<file path="src/rtl/common.sv">
// rtl/common.sv - shared types for the fetch path and the program loader
//
// if_id_type       : fetch-to-decode pipeline register; pc addresses instruction memory by word
// loader_state_type: program loader session states

package common;

    typedef struct packed {
        logic [4:0]  pc;
        logic [31:0] instruction;
    } if_id_type;

    typedef enum logic [2:0] {
        IDLE,
        COUNT,
        DATA,
        WRITE,
        DONE
    } loader_state_type;

endpackage

</file>
<file path="src/rtl/program_loader_word_packer.sv">
// rtl/program_loader_word_packer.sv - packs accepted bytes into a little-endian 32-bit word
//
// clk, reset    : clock, synchronous active-high reset
// clear         : restart packing at lane 0 (new session)
// byte_valid    : a byte is accepted this cycle
// byte_data     : accepted byte
// word          : assembled word, lane 0 in bits [7:0]
// byte_idx      : lane the next accepted byte goes to
// word_complete : the byte accepted this cycle fills lane 3

module word_packer (
    input  logic        clk,
    input  logic        reset,
    input  logic        clear,
    input  logic        byte_valid,
    input  logic [7:0]  byte_data,
    output logic [31:0] word,
    output logic [1:0]  byte_idx,
    output logic        word_complete
);

    logic [3:0][7:0] lanes_q;
    logic [1:0]      byte_idx_q;

    always_ff @(posedge clk) begin
        if (reset || clear) begin
            lanes_q    <= '0;
            byte_idx_q <= 2'd0;
        end else if (byte_valid) begin
            lanes_q[byte_idx_q] <= byte_data;
            // Wraps from 3 back to 0, so the next word starts at lane 0.
            byte_idx_q          <= byte_idx_q + 2'd1;
        end
    end

    assign word          = lanes_q;
    assign byte_idx      = byte_idx_q;
    assign word_complete = byte_valid && (byte_idx_q == 2'd3);

endmodule

</file>
<file path="src/rtl/program_loader.sv">
// rtl/program_loader.sv - loads a count-prefixed byte stream into instruction memory
//
// clk, reset          : clock, synchronous active-high reset
// start               : begin a load session (only honoured when idle)
// rx_data/valid/ready : byte stream handshake
// imem_write_*        : one-cycle word write into instruction memory
// cpu_hold            : keeps the pipeline in reset while a session is active
// load_done           : one-cycle pulse after the last word is written
// load_error          : one-cycle pulse after an out-of-range count byte

module program_loader
    import common::*;
#(
    parameter int IMEM_ADDR_WIDTH = 5
) (
    input  logic                       clk,
    input  logic                       reset,
    input  logic                       start,
    input  logic [7:0]                 rx_data,
    input  logic                       rx_valid,
    output logic                       rx_ready,
    output logic                       imem_write_enable,
    output logic [IMEM_ADDR_WIDTH-1:0] imem_write_address,
    output logic [31:0]                imem_write_data,
    output logic                       cpu_hold,
    output logic                       load_done,
    output logic                       load_error
);

    localparam int DEPTH = 2 ** IMEM_ADDR_WIDTH;

    loader_state_type state_q, next_state;

    // Count register is one bit wider than the word index so N==DEPTH fits.
    logic [IMEM_ADDR_WIDTH:0]   count_q;
    logic [IMEM_ADDR_WIDTH-1:0] word_idx_q;
    logic                       error_q;

    logic        handshake;
    logic        count_bad;
    logic        count_accept;
    logic        last_word;
    logic        packer_valid;
    logic [31:0] packed_word;
    logic [1:0]  byte_idx;
    logic        word_complete;

    assign handshake    = rx_valid && rx_ready;
    assign count_bad    = (rx_data == 8'd0) || ({24'd0, rx_data} > DEPTH);
    assign count_accept = (state_q == COUNT) && handshake && !count_bad;
    assign packer_valid = (state_q == DATA) && handshake;
    assign last_word    = ({1'b0, word_idx_q} == (count_q - 1'b1));

    word_packer u_word_packer (
        .clk           (clk),
        .reset         (reset),
        .clear         (count_accept),
        .byte_valid    (packer_valid),
        .byte_data     (rx_data),
        .word          (packed_word),
        .byte_idx      (byte_idx),
        .word_complete (word_complete)
    );

    always_ff @(posedge clk) begin
        if (reset) begin
            state_q    <= IDLE;
            count_q    <= '0;
            word_idx_q <= '0;
            error_q    <= 1'b0;
        end else begin
            state_q <= next_state;
            // Registered so the error pulse lands in the first IDLE cycle.
            error_q <= (state_q == COUNT) && handshake && count_bad;
            if (count_accept) begin
                count_q    <= (IMEM_ADDR_WIDTH + 1)'(rx_data);
                word_idx_q <= '0;
            end else if ((state_q == WRITE) && !last_word) begin
                word_idx_q <= word_idx_q + 1'b1;
            end
        end
    end

    always_comb begin
        next_state         = state_q;
        rx_ready           = 1'b0;
        imem_write_enable  = 1'b0;
        imem_write_address = '0;
        imem_write_data    = '0;
        cpu_hold           = 1'b1;
        load_done          = 1'b0;
        load_error         = error_q;
        case (state_q)
            IDLE: begin
                cpu_hold = 1'b0;
                if (start) begin
                    next_state = COUNT;
                end
            end
            COUNT: begin
                rx_ready = 1'b1;
                if (handshake) begin
                    next_state = count_bad ? IDLE : DATA;
                end
            end
            DATA: begin
                rx_ready = 1'b1;
                if (word_complete) begin
                    next_state = WRITE;
                end
            end
            WRITE: begin
                imem_write_enable  = 1'b1;
                imem_write_address = word_idx_q;
                imem_write_data    = packed_word;
                next_state         = last_word ? DONE : DATA;
            end
            DONE: begin
                load_done  = 1'b1;
                next_state = IDLE;
            end
            default: begin
                next_state = IDLE;
            end
        endcase
    end

    // byte_idx is exposed by the packer for observability; the FSM only needs word_complete.
    logic unused_byte_idx;
    assign unused_byte_idx = ^byte_idx;

endmodule

</file>
<file path="config.mk">
export PLATFORM = sky130hd
export DESIGN_NAME = program_loader
export DESIGN_NICKNAME = d
export VERILOG_FILES = /design/src/rtl/common.sv /design/src/rtl/program_loader_word_packer.sv /design/src/rtl/program_loader.sv
export SDC_FILE = /design/constraint.sdc
export NUM_CORES = 1
export LEC_CHECK = 0
export CAP_MARGIN = 20
export CORE_ASPECT_RATIO = 0.75
export CORE_MARGIN = 5
export CORE_UTILIZATION = 30
export CTS_BUF_LIST = sky130_fd_sc_hd__clkbuf_8
export CTS_CLUSTER_DIAMETER = 100
export DETAILED_ROUTE_END_ITERATION = 10
export GPL_ROUTABILITY_DRIVEN = 0
export PLACE_DENSITY = 0.5
export SYNTH_ARGS = -nofsm -noshare
export SYNTH_HDL_FRONTEND = slang
export SYNTH_SLANG_ARGS = --single-unit
</file>
<file path="constraint.sdc">
create_clock -name clk -period 2.1 [get_ports clk]
set_clock_uncertainty 0.15 [all_clocks]
set_input_delay 0.42 -clock clk [delete_from_list [all_inputs] [get_ports clk]]
set_output_delay 0.42 -clock clk [all_outputs]
set_load 0.005 [all_outputs]
</file>
==> qor.csv <==
metric,value,unit
outcome,"finished, final reports clean",
hold_class,reg2reg,
worst_slew_pin_slew,0.3611,ns
post-route-util,44.13,%
fmax,479.3,MHz
cts_tree,done,
synthTopCellsByArea,"dfxtp_1, and2_1, a21oi_1",
cts_num_sinks,49,
startpoint_type,register,
final.setup.worst_slack,0.01342,ns
slew_headroom,75.93,%
cts-root-buf,clkbuf_8,
drive_above_1_share,29.89,%
synth_cell_types,43,
rsz0062_at_grt,true,
async_reset_ff_share,0,%
leakagePower,1.412,nW
die_area,0.01025,sq mm
synth_top_area_share,39.36,%
numPortBuffers,53,
timing_hold_violations_final,0,
synth-main-ff-cell,dfxtp_1,
drc,0,
insertion_delay,0.30,ns
arrival,1.52,ns
nets,396,
ys_ff_latch,49,
r2r_start,count_q[0],
via_per_inst,4.743,
rows,28,
holdBufCountCts,0,
hp-start,u_word_packer.word[11],
fin_setup_tns,0,ns
wire_per_inst,15.16,um
path_clk_slew,0.09,ns
antenna_found_initial,0,
coreArea,0.007988,sq mm
path_max_fanout,5,
h-tree-depth,2,
total_power,1.745,mW
start_util,31.20,%
vias,2291,
fin_crit,2.087,ns
worstSetupPathType,reg2out,
yosys_warnings,0,
drtAntennaViolNets,0,
dr.first_iter.drc_count,88,
vdd_drop_max,0.2947,mV
die_w,115.3,um
synth-edff-count,0,
crit_start,state_q[2],
grt-ovfl-total,0,
hpwlAfterDp,4924,um
cp.required,1.53,ns
grt_usage,14.59,%
syn2layout_area_growth,41.42,%
drt-pass1-iter-count,4,
diodes,0,
ys_seq_area_share,39.36,%
synth_top_area_cell,dfxtp_1,
cts_buffers,5,
syn_avg_cell_area,8.308,sq um
setup_violations,0,
synth_cells,300,
end_kind,primary output,
cts_max_path_buffers,2,
grt_pass1_vias,2246,
final_common_cell,dfxtp_1,
die_h,88.94,um
syn_nets,318,
slew_violations,0,
powerDensity,495.1,mW/mm^2
grt_max_degree,35,
pin_count,54,
place_ws,-0.5235,ns
maxCapViolCount,0,
grt_pass1_wl,11670,um
synth_area,0.002492,sq mm
period_share,99.36,%
mostFrequentLayoutCells,"dfxtp_1, nand2_1, a21oi_1, nand3_1, buf_4",
wl,7320,um
## power breakdown
group	internal (mW)	switching [mW]	total, mW
Clock	0.347	0.309	0.656
Combinational	0.0736	0.0790	0.153
Sequential	0.933	0.00371	0.937
Total	1.35	0.392	1.75
## critical path: stages, from the launching register on
cell	delay, ns
dfxtp_2	0.34
and3b_2	0.22
buf_6	0.13
bufbuf_16	0.26
and2_1	0.15
buf_2	0.12
## layout make-up
class,instances,area (sq um)
fill,837,4463
sequential,49,985.9
clock inverter,2,35.03
tap,105,131.4
clock buffer,5,68.82
timing repair buffer,92,845.8
inverter,5,18.77
multi-input combinational,225,1439
## final timing paths
kind | endpoint | slack [ns] | cells after the start
setup / recovery | imem_write_data[20] | 0.01 | 5
hold / removal | u_word_packer.word[11] | 0.30 | 2
setup reg to reg | state_q[1] | 0.11 | 5
hold reg to reg | u_word_packer.word[11] | 0.30 | 2
## synth_stat cells (2+ instances only)
| cell | number |
|---|---|
| dfxtp_1 | 49 |
| nand2_1 | 44 |
| and2_1 | 37 |
| a21oi_1 | 34 |
| nand3_1 | 32 |
| clkbuf_1 | 12 |
| nor2_1 | 12 |
| mux2i_1 | 11 |
| ha_1 | 6 |
| inv_1 | 5 |
| xnor2_1 | 5 |
| buf_1 | 4 |
| nand2b_1 | 4 |
| nor3_1 | 4 |
| xor2_1 | 3 |
| a211oi_1 | 2 |
| a21oi_2 | 2 |
| a32o_1 | 2 |
| and3b_1 | 2 |
| buf_8 | 2 |
| nand4_1 | 2 |
| nor2b_1 | 2 |
| nor3_4 | 2 |
| o21a_1 | 2 |
| or3_1 | 2 |
## sequential cells by signal, indices dropped and copies added, names as in the netlist
name,cells
load_error,1
u_word_packer.word,32
count_q,6
u_word_packer.byte_idx,2
word_idx_q,5
state_q,3
## routing by layer
layer	wire, um	global-route usage, %	part of all wire, %	up-vias
li1	-	-	-	1167
met1	3767	21.74	51	1070
met2	3107	21.74	42	49
met3	399	3.180	5.5	5
met4	45	2.878	0.61	0
met5	0	0	0	-
## timing repair
action	in CTS	in global routing
resized for setup	158	42
pin swaps	4	10
cloned	4	1
setup endpoints to repair	88	78
buffers inserted	8	0
## stage by stage
| step | hold slack (ns) | instance area [sq um] | cells |
|---|---|---|---|
| 2_1_floorplan | 0.2783 | 2497 | 300 |
| 3_3_place_gp | 0.2945 | 3273 | 465 |
| 3_5_place_dp | 0.2932 | 3273 | 465 |
| 4_1_cts | 0.3063 | 3406 | 484 |
| 5_1_grt | 0.3292 | 3525 | 483 |
| 6_report | 0.3040 | 3525 | 483 |
## cells by family after synthesis
logic type               count (synthesis)  share of synthesized area, %
multiplexers                            11                         4.418
XOR/XNOR                                 8                         2.811
flip-flops                              49                         39.36
AND/OR/NAND/NOR                        153                         32.98
AO/OA/AOI/OAI                           47                         11.25
buffers and inverters                   26                         6.174
adder cells (fa/ha/maj)                  6                         3.012
No activity file was read; power rests on OpenSTA's default activity.
